### config.mk
export PLATFORM = sky130hd
export DESIGN_NAME = ascii_dec_parser
export DESIGN_NICKNAME = d
export VERILOG_FILES = /design/src/rtl/ascii_dec_pkg.sv /design/src/rtl/ascii_dec_mac.sv /design/src/rtl/ascii_dec_parser.sv
export SDC_FILE = /design/constraint.sdc
export NUM_CORES = 1
export LEC_CHECK = 0
export BUFFER_PORTS_ARGS = -buffer_cell sky130_fd_sc_hd__buf_4
export CAP_MARGIN = 20
export CORE_ASPECT_RATIO = 0.8
export CORE_UTILIZATION = 64
export CTS_BUF_LIST = sky130_fd_sc_hd__clkbuf_16
export DETAILED_ROUTE_END_ITERATION = 6
export PLACE_DENSITY = 0.89
export SLEW_MARGIN = 20
export SYNTH_ARGS = -nofsm -noshare
export SYNTH_HDL_FRONTEND = slang
export SYNTH_SLANG_ARGS = --single-unit
### constraint.sdc
create_clock -name clk -period 5.6 [get_ports clk]
set_input_delay 0.84 -clock clk [delete_from_list [all_inputs] [get_ports clk]]
set_output_delay 0.84 -clock clk [all_outputs]
set_load 0.03 [all_outputs]
### src/rtl/ascii_dec_pkg.sv
// Shared character constants, parser states and byte classifier for the ASCII decimal parser.
// ASCII_DEC_SIGN_EN makes '-' a distinct character class so signed numbers can be parsed.
package ascii_dec_pkg;

  localparam logic [7:0] ASCII_ZERO  = 8'h30;
  localparam logic [7:0] ASCII_NINE  = 8'h39;
  localparam logic [7:0] ASCII_CR    = 8'h0D;
  localparam logic [7:0] ASCII_LF    = 8'h0A;
  localparam logic [7:0] ASCII_MINUS = 8'h2D;

  typedef enum logic [1:0] {
    IDLE    = 2'd0,
    ACCUM   = 2'd1,
    DISCARD = 2'd2
  } state_e;

  typedef enum logic [1:0] {
    CLS_DIGIT = 2'd0,
    CLS_TERM  = 2'd1,
    CLS_MINUS = 2'd2,
    CLS_OTHER = 2'd3
  } char_cls_e;

  function automatic char_cls_e classify(input logic [7:0] b);
    char_cls_e cls;
    if ((b >= ASCII_ZERO) && (b <= ASCII_NINE)) begin
      cls = CLS_DIGIT;
    end else if ((b == ASCII_CR) || (b == ASCII_LF)) begin
      cls = CLS_TERM;
`ifdef ASCII_DEC_SIGN_EN
    end else if (b == ASCII_MINUS) begin
      cls = CLS_MINUS;
`endif
    end else begin
      cls = CLS_OTHER;
    end
    return cls;
  endfunction

endpackage

### src/rtl/ascii_dec_mac.sv
// Combinational acc*10+digit with an overflow flag against the active magnitude limit.
// With ASCII_DEC_SIGN_EN the limit depends on the sign of the number being parsed.
module ascii_dec_mac #(
  parameter int VALUE_W = 16
) (
  input  logic [VALUE_W-1:0] acc,
  input  logic [3:0]         digit,
`ifdef ASCII_DEC_SIGN_EN
  input  logic               neg,
`endif
  output logic [VALUE_W-1:0] next_val,
  output logic               ovf
);

  localparam int WIDE_W = VALUE_W + 4;

  logic [WIDE_W-1:0] acc_wide_s;
  logic [WIDE_W-1:0] sum_s;
  logic [WIDE_W-1:0] limit_s;

  // Shift-add multiply by ten; the four extra bits hold 10*(2^VALUE_W-1)+9 without wrap.
  always_comb begin
    acc_wide_s = WIDE_W'(acc);
    sum_s      = (acc_wide_s << 3) + (acc_wide_s << 1) + WIDE_W'(digit);
`ifdef ASCII_DEC_SIGN_EN
    if (neg) begin
      limit_s = WIDE_W'(1) << (VALUE_W - 1);
    end else begin
      limit_s = (WIDE_W'(1) << (VALUE_W - 1)) - WIDE_W'(1);
    end
`else
    limit_s = (WIDE_W'(1) << VALUE_W) - WIDE_W'(1);
`endif
    ovf      = (sum_s > limit_s);
    next_val = sum_s[VALUE_W-1:0];
  end

endmodule

### src/rtl/ascii_dec_parser.sv
// Accumulates ASCII decimal digits from a UART RX byte stream into a binary value, strobed on CR/LF.
// Build with ASCII_DEC_SIGN_EN to accept a leading '-' and emit two's complement results.
module ascii_dec_parser
  import ascii_dec_pkg::*;
#(
  parameter int VALUE_W    = 16,
  parameter int MAX_DIGITS = 5
) (
  input  logic                              clk,
  input  logic                              rst_n,
  input  logic [7:0]                        rx_data,
  input  logic                              rx_valid,
  output logic [VALUE_W-1:0]                value_out,
  output logic                              value_valid,
  output logic                              err,
  output logic                              busy,
  output logic [$clog2(MAX_DIGITS+1)-1:0]   digit_cnt
);

  localparam int                CNT_W   = $clog2(MAX_DIGITS + 1);
  localparam logic [CNT_W-1:0]  MAX_CNT = CNT_W'(MAX_DIGITS);

  state_e              state_r;
  logic [VALUE_W-1:0]  acc_r;
  logic [VALUE_W-1:0]  value_out_r;
  logic                value_valid_r;
  logic                err_r;
  logic                busy_r;
  logic [CNT_W-1:0]    digit_cnt_r;
  char_cls_e           cls_s;
  logic [VALUE_W-1:0]  next_s;
  logic                ovf_s;
  logic [VALUE_W-1:0]  result_s;
`ifdef ASCII_DEC_SIGN_EN
  logic                neg_r;
`endif

  // Byte classification and the signed/unsigned view of the finished magnitude.
  always_comb begin
    cls_s = classify(rx_data);
`ifdef ASCII_DEC_SIGN_EN
    if (neg_r) begin
      result_s = (~acc_r) + VALUE_W'(1);
    end else begin
      result_s = acc_r;
    end
`else
    result_s = acc_r;
`endif
  end

  // acc_r is zero whenever the FSM is in IDLE, so the first digit goes through the same MAC path.
  ascii_dec_mac #(
    .VALUE_W (VALUE_W)
  ) u_mac (
    .acc      (acc_r),
    .digit    (rx_data[3:0]),
`ifdef ASCII_DEC_SIGN_EN
    .neg      (neg_r),
`endif
    .next_val (next_s),
    .ovf      (ovf_s)
  );

  // Parser FSM with registered result, strobes, busy and digit count.
  always_ff @(posedge clk or negedge rst_n) begin
    if (!rst_n) begin
      state_r       <= IDLE;
      acc_r         <= '0;
      value_out_r   <= '0;
      value_valid_r <= 1'b0;
      err_r         <= 1'b0;
      busy_r        <= 1'b0;
      digit_cnt_r   <= '0;
`ifdef ASCII_DEC_SIGN_EN
      neg_r         <= 1'b0;
`endif
    end else begin
      value_valid_r <= 1'b0;
      err_r         <= 1'b0;
      if (rx_valid) begin
        case (state_r)
          IDLE: begin
            case (cls_s)
              CLS_DIGIT: begin
                acc_r       <= next_s;
                digit_cnt_r <= CNT_W'(1);
                state_r     <= ACCUM;
                busy_r      <= 1'b1;
              end
              CLS_TERM: begin
                state_r <= IDLE;
              end
`ifdef ASCII_DEC_SIGN_EN
              CLS_MINUS: begin
                neg_r       <= 1'b1;
                digit_cnt_r <= '0;
                state_r     <= ACCUM;
                busy_r      <= 1'b1;
              end
`endif
              default: begin
                state_r <= DISCARD;
                busy_r  <= 1'b1;
              end
            endcase
          end
          ACCUM: begin
            case (cls_s)
              CLS_DIGIT: begin
                if (ovf_s || (digit_cnt_r == MAX_CNT)) begin
                  state_r <= DISCARD;
                end else begin
                  acc_r       <= next_s;
                  digit_cnt_r <= digit_cnt_r + CNT_W'(1);
                end
              end
              CLS_TERM: begin
`ifdef ASCII_DEC_SIGN_EN
                // A bare '-' with no digits is malformed.
                if (neg_r && (digit_cnt_r == '0)) begin
                  err_r <= 1'b1;
                end else begin
                  value_out_r   <= result_s;
                  value_valid_r <= 1'b1;
                end
                neg_r <= 1'b0;
`else
                value_out_r   <= result_s;
                value_valid_r <= 1'b1;
`endif
                acc_r       <= '0;
                digit_cnt_r <= '0;
                state_r     <= IDLE;
                busy_r      <= 1'b0;
              end
              default: begin
                state_r <= DISCARD;
              end
            endcase
          end
          DISCARD: begin
            if (cls_s == CLS_TERM) begin
              err_r       <= 1'b1;
              acc_r       <= '0;
              digit_cnt_r <= '0;
              state_r     <= IDLE;
              busy_r      <= 1'b0;
`ifdef ASCII_DEC_SIGN_EN
              neg_r       <= 1'b0;
`endif
            end else begin
              state_r <= DISCARD;
            end
          end
          default: begin
            acc_r       <= '0;
            digit_cnt_r <= '0;
            state_r     <= IDLE;
            busy_r      <= 1'b0;
          end
        endcase
      end
    end
  end

  assign value_out   = value_out_r;
  assign value_valid = value_valid_r;
  assign err         = err_r;
  assign busy        = busy_r;
  assign digit_cnt   = digit_cnt_r;

endmodule

==> metrics.yaml, run 1 <==
layout:
  drive_above_1_share: 0.168
  stdcell_count: 420
  num-nets-final: 412
  fill_cells: 300
  flow.area_growth_from_synthesis_pct: 13.9
  num_antenna_cells: 0
  postLayoutCellArea_um2: 3380
worst_setup_path:
  worstRegToRegCells: 11
  cp-end-kind: "flop"
  critPathLaunchType: "input pin"
  worst_ep_required_time_ns: 5.76
  max_stage_delay_ns: 0.64
  worstPathCellList: "buf_4, inv_1, fa_1, fa_1, nand2b_1, a21o_1, a2111oi_0, o21ai_0, o21ai_0, nand3_2, o21ai_4, mux2_2"
  timing.critical_path.slowest_stage_cell: "sky130_fd_sc_hd__o21ai_4"
  worst-path-max-fanout: 16
  critPathKind: "in -> reg"
  critPathArrivalTime_ns: 4.50
logic_synthesis:
  synth-edff-count: 0
  synthCells: 330
  synth_top_area_share: 0.337
  synth_top_flop_cell: "sky130_fd_sc_hd__dfrtp_1"
  synth_seq_cells: 40
  synth_nets: 380
  avgSynthCellArea_um2: 9.00
  synthesis.area_um2: 2970
  ys_async_sr_fraction: 1.00
  yosys_warnings: 0
  synth.distinct_cells: 48
  synth_top_area_cell: "sky130_fd_sc_hd__dfrtp_1"
  synth_area_leaders: "sky130_fd_sc_hd__dfrtp_1 (34%), sky130_fd_sc_hd__ha_1 (16%), sky130_fd_sc_hd__nand2_1 (8.6%), sky130_fd_sc_hd__mux2_4 (4.0%), sky130_fd_sc_hd__nor2_1 (3.3%)"
  synth.yosys.seq_area_share: 0.337
  yosys.cell_count.top_type: "sky130_fd_sc_hd__nand2_1"
  netlist_top_cells_count: "sky130_fd_sc_hd__nand2_1 (68), sky130_fd_sc_hd__dfrtp_1 (40), sky130_fd_sc_hd__ha_1 (37)"
cts:
  number_of_instances_resized_during_post_cts_repair: 0
  cts_tree: "done"
  cts_sinks: 40
  clock_tree.htree_level_count: 2
  library_cell_used_as_clock_root_buffer: "sky130_fd_sc_hd__clkbuf_16"
  worst_skew_pair.late_latency_ns: 0.28
  clk_pin_slew_ns: 0.05
  max-clock-path-buffers: 2
  number_of_buffers_inserted_by_hold_repair_at_cts: 0
  cts-buffers-inserted: 5
  postCtsSetupRepairBufs: 0
sta:
  finalWorstPathRequiredPeriod_ns: 4.34
  hold_viol_final: 0
  maxSlewHeadroom: 0.526
  final.setup.tns_ns: 0
  rsz0062_at_grt: "no"
  final_critical_path_setup_slack_ns: 1.26
  max_freq_mhz: 231
  clock_skew_ns: 0.00433
  finalCritPeriodShare: 0.774
  final-max-slew-violation-count: 0
  max_slew.worst_pin.slew_ns: 0.708
  timing.hold.ws_ns: 0.480
  setup_viol: 0
drt:
  drcViolationCount: 0
  totalWireLength_um: 6870
  drtAntennaViolNets: 0
  number_of_vias_per_cell: 5.96
  drt_pass1_iterations: 4
  detailroute.via_count: 2505
  route.detailed.wl_per_inst_um: 16.4
  dr.first_iter.drc_count: 213
global_route:
  first_global_vias: 2470
  grt_max_degree: 41
  grt_overflow: 0
  grt_pass1_wl_um: 11900
  grt_antenna_before_repair: 0
  overall_routing_resource_usage: 0.310
pwr:
  p_int_w: 0.000639
  power.share.sequential: 0.368
  cellPowerDensity_nw_per_um2: 298
  net-switching-power_w: 0.000369
  power.clock.fraction: 0.269
  pwr-share-comb: 0.363
  switching_share_of_power: 0.366
  irDropWorstVdd_mv: 0.236
  total_leakage_power_nw: 1.79
floorplan:
  floorplan.die.height_um: 62.9
  starting_utilization_of_the_core_area: 0.690
  coreArea_um2: 4310
  fp.dieArea_um2: 4920
  fp.dieW_um: 78.2
  placementRows: 21
  top_level_ports: 33
min_path:
  worstHoldPathCells: 2
  hold_class: "reg -> reg"
run:
  timing.max_cap.violations: 0
placed_design:
  place_worst_setup_slack_ns: 1.04
  port_buffers: 32
  placed_cell_area_um2: 3240
  placed_cells_incl_taps: 412
  placer_congestion_estimate: 0.934
  dp_hpwl_um: 5190
status:
  run_status: "complete, no violations"
[sequential cells by signal (all words and copies together) (netlist names)]
name and cells:
acc_r 16, value_valid 1, err 1, state_r 2
value_out 16, busy 1, digit_cnt 3
[cell usage in the layout (no fill, tap or decap), drive strengths merged, types with 5 or more instances in the layout]
master,n
nand2,68
dfrtp,40
ha,37
buf,34
nor2,26
inv,17
a21oi,16
o21ai,16
mux2,15
nand3,9
xor2,8
a21o,7
and3,5
mux2i,5
clkbuf,5
[cell families after synthesis]
| group | after synthesis | synth area share |
|---|---|---|
| compound gates | 58 | 0.129 |
| mux | 20 | 0.0838 |
| xor+xnor | 12 | 0.0354 |
| fa+ha+maj | 39 | 0.169 |
| flops | 40 | 0.337 |
| simple gates | 136 | 0.207 |
| buf+inv | 25 | 0.0383 |
[final timing paths]
path / start / to / slack, ns
worst max register to register: acc_r[2] / acc_r[4] / 1.51
worst min-delay path: value_out[8] / value_out[8] / 0.48
worst max-delay path: rx_data[3] / acc_r[4] / 1.26
worst min register to register: value_out[8] / value_out[8] / 0.48
max in group asynchronous: rst_n / busy / 4.72
min in group asynchronous: rst_n / value_valid / 0.53
[worst max-delay path: cells and delay by family]
family,cells,cell delay (ns)
simple gates,2,0.37
buf+inv,2,0.14
compound gates,5,1.74
mux,1,0.40
fa+ha+maj,2,0.99
[final cells by class]
type,instances,area [µm²],share of cell area
clock inverter,3,15.0,0.00444
timing repair buffer,34,255,0.0754
clock buffer,5,125,0.0370
multi-input combinational,265,1860,0.549
tap,57,71.3,0.0211
sequential,40,1000,0.296
inverter,16,60.1,0.0177
[routing by layer]
metal / vias to the layer above / track usage / routed length (µm)
met5: - / 0 / 0
met2: 79 / 0.497 / 3140
li1: 1228 / - / -
met1: 1186 / 0.438 / 3260
met4: 0 / 0.0880 / 97
met3: 12 / 0.0438 / 376
[stage by stage]
step / total power, W / util
floorplan: 0.000639 / -
global placement: 0.000718 / 0.753
detailed placement: 0.000732 / 0.753
CTS: 0.00101 / 0.785
global route: 0.00106 / 0.785
finish: 0.00101 / 0.785
[power by group through the flow]
stage / sequential, W / clock [W] / combinational [W]
after floorplan: 0.000367 / 0 / 0.000272
after detailed placement: 0.000373 / 0 / 0.000359
after global placement: 0.000371 / 0 / 0.000346
after global routing: 0.000373 / 0.000285 / 0.000408
after CTS: 0.000368 / 0.000274 / 0.000365
final: 0.000371 / 0.000271 / 0.000366
Power figures use the tool's default switching activity.
==> run 2: changes to the inputs <==
- ABC_AREA: unset -> 1
- CORE_UTILIZATION: 64 -> 54
- PLACE_DENSITY: 0.89 -> 0.8
- clock period: 5.6 -> 3.7 ns (I/O delays scaled with it)
==> run 2 against run 1 <==
  * Critical path depth grew 5
  * First-iteration DRC count grew 12%
  * Synthesized cell count grew 37%
  * Sequential power grew 71%
  * Clock skew is essentially flat
  * Count of clock-buffer cells in the layout is the same
  * Worst hold slack lost 0.24 ns
  * Sequential share of layout area shrank 2.3 points
  * Die area grew 28%
  * Critical path type is now reg -> reg
==> metrics.yaml, run 2 <==
drt:
  drcViolationCount: 0
  totalWireLength_um: 7730
  route.detailed.wl_per_inst_um: 13.7
  dr.first_iter.drc_count: 239
  drtAntennaViolNets: 0
  number_of_vias_per_cell: 5.20
  drt_pass1_iterations: 5
  detailroute.via_count: 2937
worst_setup_path:
  critPathLaunchType: "flop"
  timing.critical_path.slowest_stage_cell: "sky130_fd_sc_hd__fa_1"
  max_stage_delay_ns: 0.51
  cp-end-kind: "flop"
  worstSetupPathDepth: 17
  worstPathCellList: "inv_1, fa_1, fa_1, inv_1, nand2_1, nand2_1, nand3_1, nand2_2, nand2_1, nand3_1, nand2_1, nor2_2, nand2_2, nand2_4, nand2_4, nand2_1, nand2_1"
  critPathLaunch: "acc_r[0]"
  endpoint: "acc_r[9]"
  critPathArrivalTime_ns: 3.26
  critical-path-top-cell-by-count: "sky130_fd_sc_hd__nand2_1"
  worst-path-buf-inv: 2
  critical-path-top-delay-family: "simple AND/OR/NAND/NOR gates"
  r2r_setup_slack_ns: 0.62
  worst_ep_required_time_ns: 3.87
  crit-reg2reg-launch: "acc_r[0]"
  r2r-end: "acc_r[9]"
  worst-path-max-fanout: 20
  critPathKind: "reg -> reg"
  worstRegToRegCells: 17
pwr:
  pwr-share-comb: 0.460
  power.clock.fraction: 0.239
  p_int_w: 0.00119
  total_leakage_power_nw: 2.13
  cellPowerDensity_nw_per_um2: 574
  irDropWorstVdd_mv: 0.393
  power.share.sequential: 0.302
  net-switching-power_w: 0.000919
  switching_share_of_power: 0.437
global_route:
  grt_overflow: 0
  use_met2: 0.382
  global_route.usage.met3: 0.0548
  grt_most_used_layer: "met1"
  grt_pass1_wl_um: 12800
  grt_antenna_before_repair: 0
  grt_util_met1: 0.413
  first_global_vias: 2621
  overall_routing_resource_usage: 0.270
  grt_max_degree: 41
layout:
  num_antenna_cells: 0
  most_common_cell_after_layout_fill_and_taps_aside: "sky130_fd_sc_hd__nand2_1"
  layout.cells.most_common_list: "sky130_fd_sc_hd__nand2_1 (174), sky130_fd_sc_hd__inv_1 (55), sky130_fd_sc_hd__dfrtp_1 (40)"
  fill_cells: 474
  drive_above_1_share: 0.160
  num-nets-final: 536
  flow.area_growth_from_synthesis_pct: 13.5
cts:
  postCtsSetupRepairBufs: 0
  library_cell_used_as_clock_root_buffer: "sky130_fd_sc_hd__clkbuf_16"
  clock_tree.htree_level_count: 2
  number_of_buffers_inserted_by_hold_repair_at_cts: 0
  cts-buffers-inserted: 5
  cts_sinks: 40
  worst_skew_pair.late_latency_ns: 0.29
  max-clock-path-buffers: 2
  clk_pin_slew_ns: 0.06
  number_of_instances_resized_during_post_cts_repair: 0
  cts_tree: "done"
sta:
  rsz0062_at_grt: "no"
  timing.hold.ws_ns: 0.241
  max_slew.worst_pin.slew_ns: 0.596
  final-max-slew-violation-count: 0
  finalWorstPathRequiredPeriod_ns: 3.08
  final_critical_path_setup_slack_ns: 0.615
  maxSlewHeadroom: 0.603
  clock_skew_ns: 0.00390
  final.setup.tns_ns: 0
  hold_viol_final: 0
  finalCritPeriodShare: 0.834
  max_freq_mhz: 324
  setup_viol: 0
logic_synthesis:
  synth_nets: 503
  synth_top_area_share: 0.310
  synth_top_area_cell: "sky130_fd_sc_hd__dfrtp_1"
  synthCells: 453
  yosys_warnings: 0
  synth-edff-count: 0
  synth.yosys.seq_area_share: 0.310
  synth_top_flop_cell: "sky130_fd_sc_hd__dfrtp_1"
  synth_seq_cells: 40
  synth.distinct_cells: 30
  netlist_top_cells_count: "sky130_fd_sc_hd__nand2_1 (174), sky130_fd_sc_hd__inv_1 (55), sky130_fd_sc_hd__dfrtp_1 (40)"
  yosys.cell_count.top_type: "sky130_fd_sc_hd__nand2_1"
  avgSynthCellArea_um2: 7.12
  ys_async_sr_fraction: 1.00
  synth_area_leaders: "sky130_fd_sc_hd__dfrtp_1 (31%), sky130_fd_sc_hd__nand2_1 (20%), sky130_fd_sc_hd__ha_1 (14%), sky130_fd_sc_hd__inv_1 (6.4%), sky130_fd_sc_hd__nor2_1 (4.0%)"
  synthesis.area_um2: 3230
floorplan:
  fp.dieW_um: 88.4
  top_level_ports: 33
  starting_utilization_of_the_core_area: 0.575
  coreArea_um2: 5620
  floorplan.die.height_um: 71.1
  placementRows: 24
  fp.dieArea_um2: 6290
placed_design:
  port_buffers: 32
  place_worst_setup_slack_ns: 0.424
  placer_congestion_estimate: 0.923
  dp_hpwl_um: 6030
run:
  timing.max_cap.violations: 0
status:
  run_status: "complete, no violations"
min_path:
  hold_class: "in -> async"
## run 2: cell count changes in the layout (fill, tap and decap cells not counted), sizes merged, moves of 5 or more
cell and change:
a21o -7, and3 -5, inv +44, mux2 -15, mux2i -5, nand2 +117, nand3 +27, nor2 +12
xor2 -6
## run 2: logic make-up after synthesis
kind of cell               count (synthesis)  synth area share
adders and majority gates                 39             0.156
and+or+nand+nor                          270             0.373
AOI/OAI and AO/OA                         31            0.0512
xor gates and xnor gates                   5            0.0136
buffers and inverters                     68            0.0958
DFF                                       40             0.310
## run 2: metrics by stage
step | power (W) | std cells | instance area [µm²] | util
3_3_place_gp | 0.00156 | 557 | 3490 | 0.622
2_1_floorplan | 0.00133 | 453 | 3230 | -
5_1_grt | 0.00226 | 565 | 3660 | 0.652
6_report | 0.00210 | 565 | 3660 | 0.652
3_5_place_dp | 0.00159 | 557 | 3490 | 0.622
4_1_cts | 0.00210 | 565 | 3660 | 0.652
## run 2: routing by layer
layer	part of all wire	up-vias
met3	0.054	10
met5	0	-
met2	0.43	84
met1	0.51	1352
met4	0.015	0
li1	-	1491
## run 2: power by group through the flow
stage               combinational, W  clock, W  sequential [W]
floorplan                   0.000724         0        0.000605
global placement            0.000929         0        0.000633
detailed placement          0.000959         0        0.000634
CTS                         0.000962  0.000504        0.000631
global route                 0.00109  0.000523        0.000648
finish                      0.000967  0.000502        0.000635
## run 2: worst min-delay path by stage
stage,startpoint,end,slack [ns],cells past startpoint
5_1_grt,rst_n,acc_r[11],0.28,1
3_5_place_dp,value_out[5],value_out[5],0.46,2
6_report,rst_n,value_out[13],0.24,1
4_1_cts,rst_n,value_out[13],0.25,1
2_1_floorplan,rst_n,acc_r[0],0.26,0
3_3_place_gp,value_out[7],value_out[7],0.46,2
## run 2: area by class of cell
type / count / area [µm²] / area share
multi-input combinational: 345 / 1920 / 0.523
sequential: 40 / 1000 / 0.273
timing repair buffer: 33 / 248 / 0.0676
inverter: 61 / 229 / 0.0625
clock buffer: 5 / 125 / 0.0342
tap: 78 / 97.6 / 0.0266
clock inverter: 3 / 46.3 / 0.0126
## run 2: worst reg2reg max path: stages, from the launching register on
cell and delay (ns):
sky130_fd_sc_hd__dfrtp_1 0.40, sky130_fd_sc_hd__inv_1 0.09, sky130_fd_sc_hd__fa_1 0.51, sky130_fd_sc_hd__fa_1 0.43
sky130_fd_sc_hd__inv_1 0.10, sky130_fd_sc_hd__nand2_1 0.08, sky130_fd_sc_hd__nand2_1 0.08, sky130_fd_sc_hd__nand3_1 0.09
sky130_fd_sc_hd__nand2_2 0.13, sky130_fd_sc_hd__nand2_1 0.08, sky130_fd_sc_hd__nand3_1 0.08, sky130_fd_sc_hd__nand2_1 0.07
sky130_fd_sc_hd__nor2_2 0.13, sky130_fd_sc_hd__nand2_2 0.08, sky130_fd_sc_hd__nand2_4 0.23, sky130_fd_sc_hd__nand2_4 0.21
sky130_fd_sc_hd__nand2_1 0.12, sky130_fd_sc_hd__nand2_1 0.06
